--- src/rtl/sha2_msg_schedule_pkg.sv ---
// Shared types, sigma constants and rotate/shift helpers for the SHA-2 message schedule.
package sha2_pkg;

    typedef enum logic {
        LOAD = 1'b0,
        EMIT = 1'b1
    } state_t;

    localparam int ROUNDS_32 = 64;
    localparam int ROUNDS_64 = 80;

    localparam int S0_ROT_A_32 = 7;
    localparam int S0_ROT_B_32 = 18;
    localparam int S0_SHR_32   = 3;
    localparam int S1_ROT_A_32 = 17;
    localparam int S1_ROT_B_32 = 19;
    localparam int S1_SHR_32   = 10;

    localparam int S0_ROT_A_64 = 1;
    localparam int S0_ROT_B_64 = 8;
    localparam int S0_SHR_64   = 7;
    localparam int S1_ROT_A_64 = 19;
    localparam int S1_ROT_B_64 = 61;
    localparam int S1_SHR_64   = 6;

    // Operates on a 64-bit container; for w == 32 only the low half is meaningful.
    function automatic logic [63:0] rotr(input logic [63:0] x, input int n, input int w);
        logic [31:0] x32;
        logic [63:0] r;
        x32 = x[31:0];
        if (w == 32) begin
            r = {32'd0, (x32 >> n) | (x32 << (32 - n))};
        end else begin
            r = (x >> n) | (x << (64 - n));
        end
        return r;
    endfunction

    function automatic logic [63:0] shr(input logic [63:0] x, input int n);
        return x >> n;
    endfunction

endpackage

--- src/rtl/sha2_msg_schedule_if.sv ---
// Block-input and schedule-output streams of the SHA-2 message schedule.
// out_last exists only when SHA2_MSCHED_LAST_EN is defined.
interface sha2_msg_schedule_if #(
    parameter int WORD_W = 32
);
    logic              in_valid;
    logic              in_ready;
    logic [WORD_W-1:0] in_data;
    logic              out_valid;
    logic              out_ready;
    logic [WORD_W-1:0] out_data;
    logic [6:0]        out_idx;
`ifdef SHA2_MSCHED_LAST_EN
    logic              out_last;

    modport master (
        output in_valid, in_data, out_ready,
        input  in_ready, out_valid, out_data, out_idx, out_last
    );

    modport slave (
        input  in_valid, in_data, out_ready,
        output in_ready, out_valid, out_data, out_idx, out_last
    );
`else
    modport master (
        output in_valid, in_data, out_ready,
        input  in_ready, out_valid, out_data, out_idx
    );

    modport slave (
        input  in_valid, in_data, out_ready,
        output in_ready, out_valid, out_data, out_idx
    );
`endif
endinterface

--- src/rtl/sha2_msg_schedule_sigma.sv ---
// SHA-2 small sigma pair: sig0 = sigma0(a), sig1 = sigma1(b), width-selected constants.
module sha2_small_sigma
    import sha2_pkg::*;
#(
    parameter int WORD_W = 32
) (
    input  logic [WORD_W-1:0] a,
    input  logic [WORD_W-1:0] b,
    output logic [WORD_W-1:0] sig0,
    output logic [WORD_W-1:0] sig1
);
    localparam bit W64 = (WORD_W == 64);
    localparam int R0A = W64 ? S0_ROT_A_64 : S0_ROT_A_32;
    localparam int R0B = W64 ? S0_ROT_B_64 : S0_ROT_B_32;
    localparam int R0S = W64 ? S0_SHR_64   : S0_SHR_32;
    localparam int R1A = W64 ? S1_ROT_A_64 : S1_ROT_A_32;
    localparam int R1B = W64 ? S1_ROT_B_64 : S1_ROT_B_32;
    localparam int R1S = W64 ? S1_SHR_64   : S1_SHR_32;

    logic [63:0] a_ext;
    logic [63:0] b_ext;
    logic [63:0] sig0_ext;
    logic [63:0] sig1_ext;

    assign a_ext = 64'(a);
    assign b_ext = 64'(b);

    assign sig0_ext = rotr(a_ext, R0A, WORD_W) ^ rotr(a_ext, R0B, WORD_W) ^ shr(a_ext, R0S);
    assign sig1_ext = rotr(b_ext, R1A, WORD_W) ^ rotr(b_ext, R1B, WORD_W) ^ shr(b_ext, R1S);

    assign sig0 = sig0_ext[WORD_W-1:0];
    assign sig1 = sig1_ext[WORD_W-1:0];

endmodule

--- src/rtl/sha2_msg_schedule.sv ---
// Buffered SHA-2 message schedule: loads 16 words, then streams W[0..ROUNDS-1].
// Optional out_last port enabled by SHA2_MSCHED_LAST_EN.
//
// state | meaning
// LOAD  | accepting M0..M15 into the shift buffer, cnt = words received
// EMIT  | presenting buf[0] as W[cnt], shifting in the next schedule word
module sha2_msg_schedule
    import sha2_pkg::*;
#(
    parameter int WORD_W = 32,
    parameter int ROUNDS = ROUNDS_32
) (
    input  logic clk,
    input  logic rst,
    input  logic abort,
    sha2_msg_schedule_if.slave bus
);
    state_t            state;
    state_t            state_nxt;
    logic [6:0]        cnt;
    logic [6:0]        cnt_nxt;
    logic              shift_en;
    logic [WORD_W-1:0] shift_word;
    logic [WORD_W-1:0] sched_buf [16];
    logic [WORD_W-1:0] sig0;
    logic [WORD_W-1:0] sig1;
    logic [WORD_W-1:0] w_next;

    sha2_small_sigma #(.WORD_W(WORD_W)) u_sigma (
        .a    (sched_buf[1]),
        .b    (sched_buf[14]),
        .sig0 (sig0),
        .sig1 (sig1)
    );

    assign w_next = sig1 + sched_buf[9] + sig0 + sched_buf[0];

    always_comb begin
        state_nxt  = state;
        cnt_nxt    = cnt;
        shift_en   = 1'b0;
        shift_word = bus.in_data;
        if (abort) begin
            state_nxt = LOAD;
            cnt_nxt   = 7'd0;
        end else begin
            unique case (state)
                LOAD: begin
                    if (bus.in_valid) begin
                        shift_en = 1'b1;
                        if (cnt == 7'd15) begin
                            state_nxt = EMIT;
                            cnt_nxt   = 7'd0;
                        end else begin
                            cnt_nxt = cnt + 7'd1;
                        end
                    end
                end
                EMIT: begin
                    shift_word = w_next;
                    if (bus.out_ready) begin
                        shift_en = 1'b1;
                        if (cnt == 7'(ROUNDS - 1)) begin
                            state_nxt = LOAD;
                            cnt_nxt   = 7'd0;
                        end else begin
                            cnt_nxt = cnt + 7'd1;
                        end
                    end
                end
                default: begin
                    state_nxt = LOAD;
                    cnt_nxt   = 7'd0;
                end
            endcase
        end
    end

    always_ff @(posedge clk) begin
        if (rst) begin
            state <= LOAD;
            cnt   <= 7'd0;
            for (int i = 0; i < 16; i++) begin
                sched_buf[i] <= '0;
            end
        end else begin
            state <= state_nxt;
            cnt   <= cnt_nxt;
            if (shift_en) begin
                for (int i = 0; i < 15; i++) begin
                    sched_buf[i] <= sched_buf[i+1];
                end
                sched_buf[15] <= shift_word;
            end
        end
    end

    // Handshake outputs are held low for the whole reset pulse, not just after the first edge.
    assign bus.in_ready  = (state == LOAD) & ~rst;
    assign bus.out_valid = (state == EMIT) & ~rst;
    assign bus.out_data  = sched_buf[0];
    assign bus.out_idx   = (state == EMIT) ? cnt : 7'd0;
`ifdef SHA2_MSCHED_LAST_EN
    assign bus.out_last  = bus.out_valid & (cnt == 7'(ROUNDS - 1));
`endif

endmodule
--- src/flat_wrapper.sv ---
// flat-port wrapper written by rule: the top's interface ports become plain ports
module sha2_msg_schedule_flat import sha2_pkg::*;
#(
    parameter int WORD_W = 32,
    parameter int ROUNDS = ROUNDS_32
)
  (clk, rst, abort, bus_in_valid, bus_in_data, bus_out_ready, bus_in_ready, bus_out_valid, bus_out_data, bus_out_idx);
  sha2_msg_schedule_if #(.WORD_W(WORD_W)) bus_i ();
  input  logic clk;
  input  logic rst;
  input  logic abort;
  input wire logic [$bits(bus_i.in_valid)-1:0] bus_in_valid;
  input wire logic [$bits(bus_i.in_data)-1:0] bus_in_data;
  input wire logic [$bits(bus_i.out_ready)-1:0] bus_out_ready;
  output wire logic [$bits(bus_i.in_ready)-1:0] bus_in_ready;
  output wire logic [$bits(bus_i.out_valid)-1:0] bus_out_valid;
  output wire logic [$bits(bus_i.out_data)-1:0] bus_out_data;
  output wire logic [$bits(bus_i.out_idx)-1:0] bus_out_idx;
  assign bus_i.in_valid = bus_in_valid;
  assign bus_i.in_data = bus_in_data;
  assign bus_i.out_ready = bus_out_ready;
  assign bus_in_ready = bus_i.in_ready;
  assign bus_out_valid = bus_i.out_valid;
  assign bus_out_data = bus_i.out_data;
  assign bus_out_idx = bus_i.out_idx;
  sha2_msg_schedule #(.WORD_W(WORD_W), .ROUNDS(ROUNDS)) u_core (.clk(clk), .rst(rst), .abort(abort), .bus(bus_i));
endmodule
--- config.mk ---
export PLATFORM = sky130hd
export DESIGN_NAME = sha2_msg_schedule_flat
export DESIGN_NICKNAME = d
export VERILOG_FILES = /design/src/rtl/sha2_msg_schedule_pkg.sv /design/src/rtl/sha2_msg_schedule_if.sv /design/src/rtl/sha2_msg_schedule_sigma.sv /design/src/rtl/sha2_msg_schedule.sv /design/src/flat_wrapper.sv
export SDC_FILE = /design/constraint.sdc
export NUM_CORES = 1
export LEC_CHECK = 0
export CORE_ASPECT_RATIO = 0.8
export CORE_MARGIN = 3
export CORE_UTILIZATION = 50
export DETAILED_ROUTE_END_ITERATION = 16
export PLACE_DENSITY = 0.65
export SYNTH_ARGS = -nofsm -noshare
export SYNTH_HDL_FRONTEND = slang
export SYNTH_HIERARCHICAL = 1
export SYNTH_SLANG_ARGS = --single-unit
export TNS_END_PERCENT = 100
--- constraint.sdc ---
create_clock -name clk -period 111.8 [get_ports clk]
set_input_delay 16.77 -clock clk [delete_from_list [all_inputs] [get_ports clk]]
set_output_delay 16.77 -clock clk [all_outputs]
set_load 0.02 [all_outputs]
# Word-level counts from Yosys, hierarchy flattened
# Memories as Yosys holds them, arrays and structs flattened.
# Cells that the tools add are included.
dict set report totals {
  regBits 8
  ramBits 512
  input_bits 37
  output_inout_bits 41
  word_cells 79
  mem_count 1
}
dict set report op_classes {
  n_addsub 4
  n_eq_ne 4
  n_mux 38
  n_bitwise 28
  reduce_logical 2
}
# memory words word_bits read_ports rd_clocked_by_memory_dff write_ports line
set mem_list {}
lappend mem_list {u_core.sched_buf 16 32 16 0 16 sha2_msg_schedule.sv:24} ;# logic [WORD_W-1:0] sched_buf [16];
# operator count
set ops {}
lappend ops {{32-bit 2-to-1 mux} 18}
lappend ops {{32-bit adder} 3}
lappend ops {{32-bit XOR} 2}
lappend ops {{7-bit 2-to-1 mux} 5}
lappend ops {{13-bit by 32-bit OR with 32-bit output} 1}
lappend ops {{14-bit by 32-bit OR with 32-bit output} 1}
lappend ops {{15-bit by 32-bit OR with 32-bit output} 1}
lappend ops {{25-bit by 32-bit OR with 32-bit output} 1}
lappend ops {{32-bit by 22-bit XOR with 32-bit output} 1}
lappend ops {{32-bit by 29-bit XOR with 32-bit output} 1}
lappend ops {{1-bit OR} 16}
lappend ops {{7-bit one-hot mux with 2 select lines} 1}
lappend ops {{1-bit 2-to-1 mux} 12}
lappend ops {{7-bit by 1-bit adder with 7-bit output, second input constant} 1}
lappend ops {{7-bit by 4-bit equality test with 1-bit output, second input constant} 1}
lappend ops {{7-bit by 6-bit equality test with 1-bit output, second input constant} 1}
lappend ops {{2-bit inequality test, second input constant} 2}
lappend ops {{1-bit one-hot mux with 2 select lines} 2}
lappend ops {{1-bit AND} 2}
lappend ops {{1-bit inverter} 2}
lappend ops {{2-bit AND reduction} 1}
lappend ops {{2-bit OR reduction} 1}

# Longest topological paths before layout
# An unclocked memory read counts as a cell.
dict set report depth {
  ltp_word 10
  depth_mapped 15
  depth_no_buf 15
}

# Modules after synthesis
# The synthesis kept the hierarchy.
# mod instances cells_each area_per_inst_um2 seq_area_each_um2
set modules_own_cells {}
lappend modules_own_cells {sha2_msg_schedule 1 1742 23471.3 15534.9}
lappend modules_own_cells {sha2_small_sigma 1 64 1341.3 0.0}

# Worst setup path after synthesis
# Ideal clock, no wire load.
dict set report synth_path {
  path_type {input-to-reg}
  start {in bus_out_ready}
  end {mem u_core.sched_buf[0][0] (enable)}
  setup_time_ps 2098
  arrival_time_ps 52802
  t_required_ps 109702
  slack_ps 56900
  cell_stages 3
  cell_sequence {mux2i_1 -> clkbuf_1 -> o21ai_0}
}
# item line
set synth_rtl {}
lappend synth_rtl {{from (decl)} flat_wrapper.sv:14} ;# input wire logic [$bits(bus_i.out_ready)-1:0] bus_out_ready;
lappend synth_rtl {{to (decl)} sha2_msg_schedule.sv:24}

# Worst setup path after layout
dict set report layout_path {
  start {in rst}
  end {out bus_out_valid}
}
dict set report layout_between {
  elab_chain_len 2
}
# item line
set layout_lines {}
lappend layout_lines {{from (decl)} flat_wrapper.sv:10} ;# input logic rst;
lappend layout_lines {{1-bit inverter} sha2_msg_schedule.sv:100} ;# assign bus.out_valid = (state == EMIT) & ~rst;
lappend layout_lines {{1-bit AND} sha2_msg_schedule.sv:100}
lappend layout_lines {{to (decl)} flat_wrapper.sv:16} ;# output wire logic [$bits(bus_i.out_valid)-1:0] bus_out_valid;
# Every way passes these cells.

==> results.ini <==
[floorplanning]
initial_utilization=0.510
die_w_um=255
die-height_um=205
fp.dieArea_um2=52400
rows=72
core_um2=48600
io_pins=78

[place]
dpl_worst_slack_ns=76.96
dp_hpwl_mm=37.3
gp_congestion=0.948
io_buffers=77
post_dp_cell_area_um2=26000

[timing]
drv_slew=0
slew-limit-headroom=0.179
layout_min_cycle_time_ns=34.85
fin_crit_sh=0.312
worst_slew_pin_slew_ns=1.22
setup_tns_ns=0
hold_viol_final=0
setup_viol=0
max_freq_ghz=0.0287
fin_worst_skew_ns=0.0183
setup_slack_ns=76.95
rsz0062_at_grt=no

[logic_synthesis]
synth_top_flop_cell=edfxtp_1
ys_warn_count=6
synth.distinct_cells=58
synth_seq_area_share=0.626
synth_edf_count=512
syn_inst=1806
syn-cell-area_um2=24800
ys_async_sr_fraction=0
synth.avg_cell_area_um2=13.7
synth.net_count=1937
yosys_register_bits=520

[route]
vias_per_cell=5.34
drt_wl_total_mm=54.4
drt-pass1-iter-count=5
vias=13300
drcViolationCount=0
drtIter0Drc=1267
wl_per_cell_um=21.8
antenna_left=0

[pwr]
cellLeakagePower_nw=10.9
vdd_ir_drop_max_v=0.0000139
powerDensity_nw_per_um2=20.1

[cells_and_area]
layout_common_cells=edfxtp_1 (512), and2_1 (298), inv_1 (188), nor2b_1 (166), clkdlybuf4s50_1 (76)
nFillCells=3933
diodes=0
final_cell_area_um2=27500
mostFrequentLayoutCell=edfxtp_1
nets=1960
drive_above_1_share=0.0476
area_growth_pct=10.8

[clock_tree]
clock_latency_ns=0.60
cts_tree=yes
cts_buffer_depth=3
cts_setup_buffers=0
cts_hold_buf=0
cts_inserted_buffers=50
postCtsResizedCells=0
clk_pin_slew_ns=0.06
cts-htree-levels=2
clock-root-buffer=clkbuf_16
cts_sinks=520

[setup_path]
r2r_start=u_core/sched_buf[0][468]
timing.rr.end=u_core/sched_buf[0][501]
cp_data_arrival_time_ns=18.08
path_max_fanout=96
crit_required_ns=95.03
start_kind=input pin
reg2reg_slack_ns=106.86
worst-r2r-cell-count=15
path_class=input pin to output pin
endpoint_kind=output pin

[global_routing]
antenna_found_initial=0
grt_pass1_vias=12700
grt_pass1_wl_mm=80.7
grt_overflow=0
track_usage=0.212
grt_max_degree=189

[worst_hold_path]
worstHoldStart=u_core/sched_buf[0][351]
min_to=u_core/sched_buf[0][319]
hold_class=flop to flop
min_path_cells=1

[outcome]
status=finished clean

[job]
drv_cap=0

synth_stat cells (9+ instances only):
master	n	area [um^2]
a211oi_1	9	67.6
a21o_1	11	82.6
a21oi_1	47	235
and2_1	298	1860
and3_1	10	62.6
buf_4	32	240
clkbuf_1	81	304
edfxtp_1	512	15400
fa_1	62	1240
ha_1	32	400
inv_1	188	706
nand2_1	52	195
nand3_1	15	75.1
nand4_1	13	81.3
nor2_1	36	135
nor2b_1	166	1040
nor3_1	10	50.1
nor4_1	31	194
o21ai_0	25	125
xnor2_1	13	114
xor2_1	26	228
xor3_1	47	1120
how the worst max path moves through the flow:
stage	start	endpoint	cells after the start	slack, ns
finish	rst	bus_out_valid	3	76.95
CTS	rst	bus_in_ready	3	76.96
detailed placement	rst	bus_in_ready	3	76.96
floorplan	bus_out_ready	u_core/sched_buf[0][0]	3	56.90
global route	rst	bus_in_ready	3	76.90
global placement	rst	bus_out_valid	3	76.94
registers in the layout, indices dropped and copies added (netlist names):
| name | flops |
|---|---|
| u_core/sched_buf | 512 |
| u_core/cnt | 7 |
| u_core/state | 1 |
worst max-delay path: stages:
cell             delay [ns]
buf_6                  0.51
nor2b_1                0.10
clkdlybuf4s50_1        0.57
report_power, final:
| group | internal [mW] | switching [mW] | leakage (nW) |
|---|---|---|---|
| logic | 0.0597 | 0.0968 | 4.66 |
| registers | 0.229 | 0.00723 | 5.51 |
| clock network | 0.0893 | 0.0703 | 0.739 |
| total | 0.378 | 0.174 | 10.9 |
through the flow:
| stage | hold slack (ns) | util | power, mW | std cells |
|---|---|---|---|---|
| after global routing | 0.517 | 0.565 | 0.581 | 2497 |
| after global placement | 0.499 | 0.534 | 0.391 | 2406 |
| final | 0.508 | 0.565 | 0.552 | 2497 |
| after detailed placement | 0.501 | 0.534 | 0.393 | 2406 |
| after CTS | 0.504 | 0.565 | 0.554 | 2497 |
| after floorplan | 0.484 | - | 0.361 | 1806 |
logic make-up after synthesis:
group | after synthesis | share of synthesized area
multiplexers | 4 | 0.00161
buffers and inverters | 305 | 0.0510
AND/OR/NAND/NOR | 655 | 0.156
AO/OA/AOI/OAI | 138 | 0.0358
flip-flops | 520 | 0.626
adder cells (fa/ha/maj) | 94 | 0.0662
XOR/XNOR | 90 | 0.0632
final cells by class:
| type | instances | area (um^2) | share of cell area |
|---|---|---|---|
| flip-flops and latches | 520 | 15500 | 0.565 |
| multi-input cells | 981 | 8040 | 0.293 |
| clock buffers | 65 | 1310 | 0.0476 |
| repair buffers | 88 | 892 | 0.0325 |
| well taps | 629 | 787 | 0.0286 |
| inverters | 188 | 706 | 0.0257 |
| clock inverters | 26 | 211 | 0.00769 |
per-layer routing:
layer | global-route usage | part of all wire
met1 | 0.316 | 0.46
met3 | 0.0662 | 0.087
met4 | 0.0517 | 0.020
met5 | 0 | 0
met2 | 0.303 | 0.43
Power figures use the tool's default switching activity.
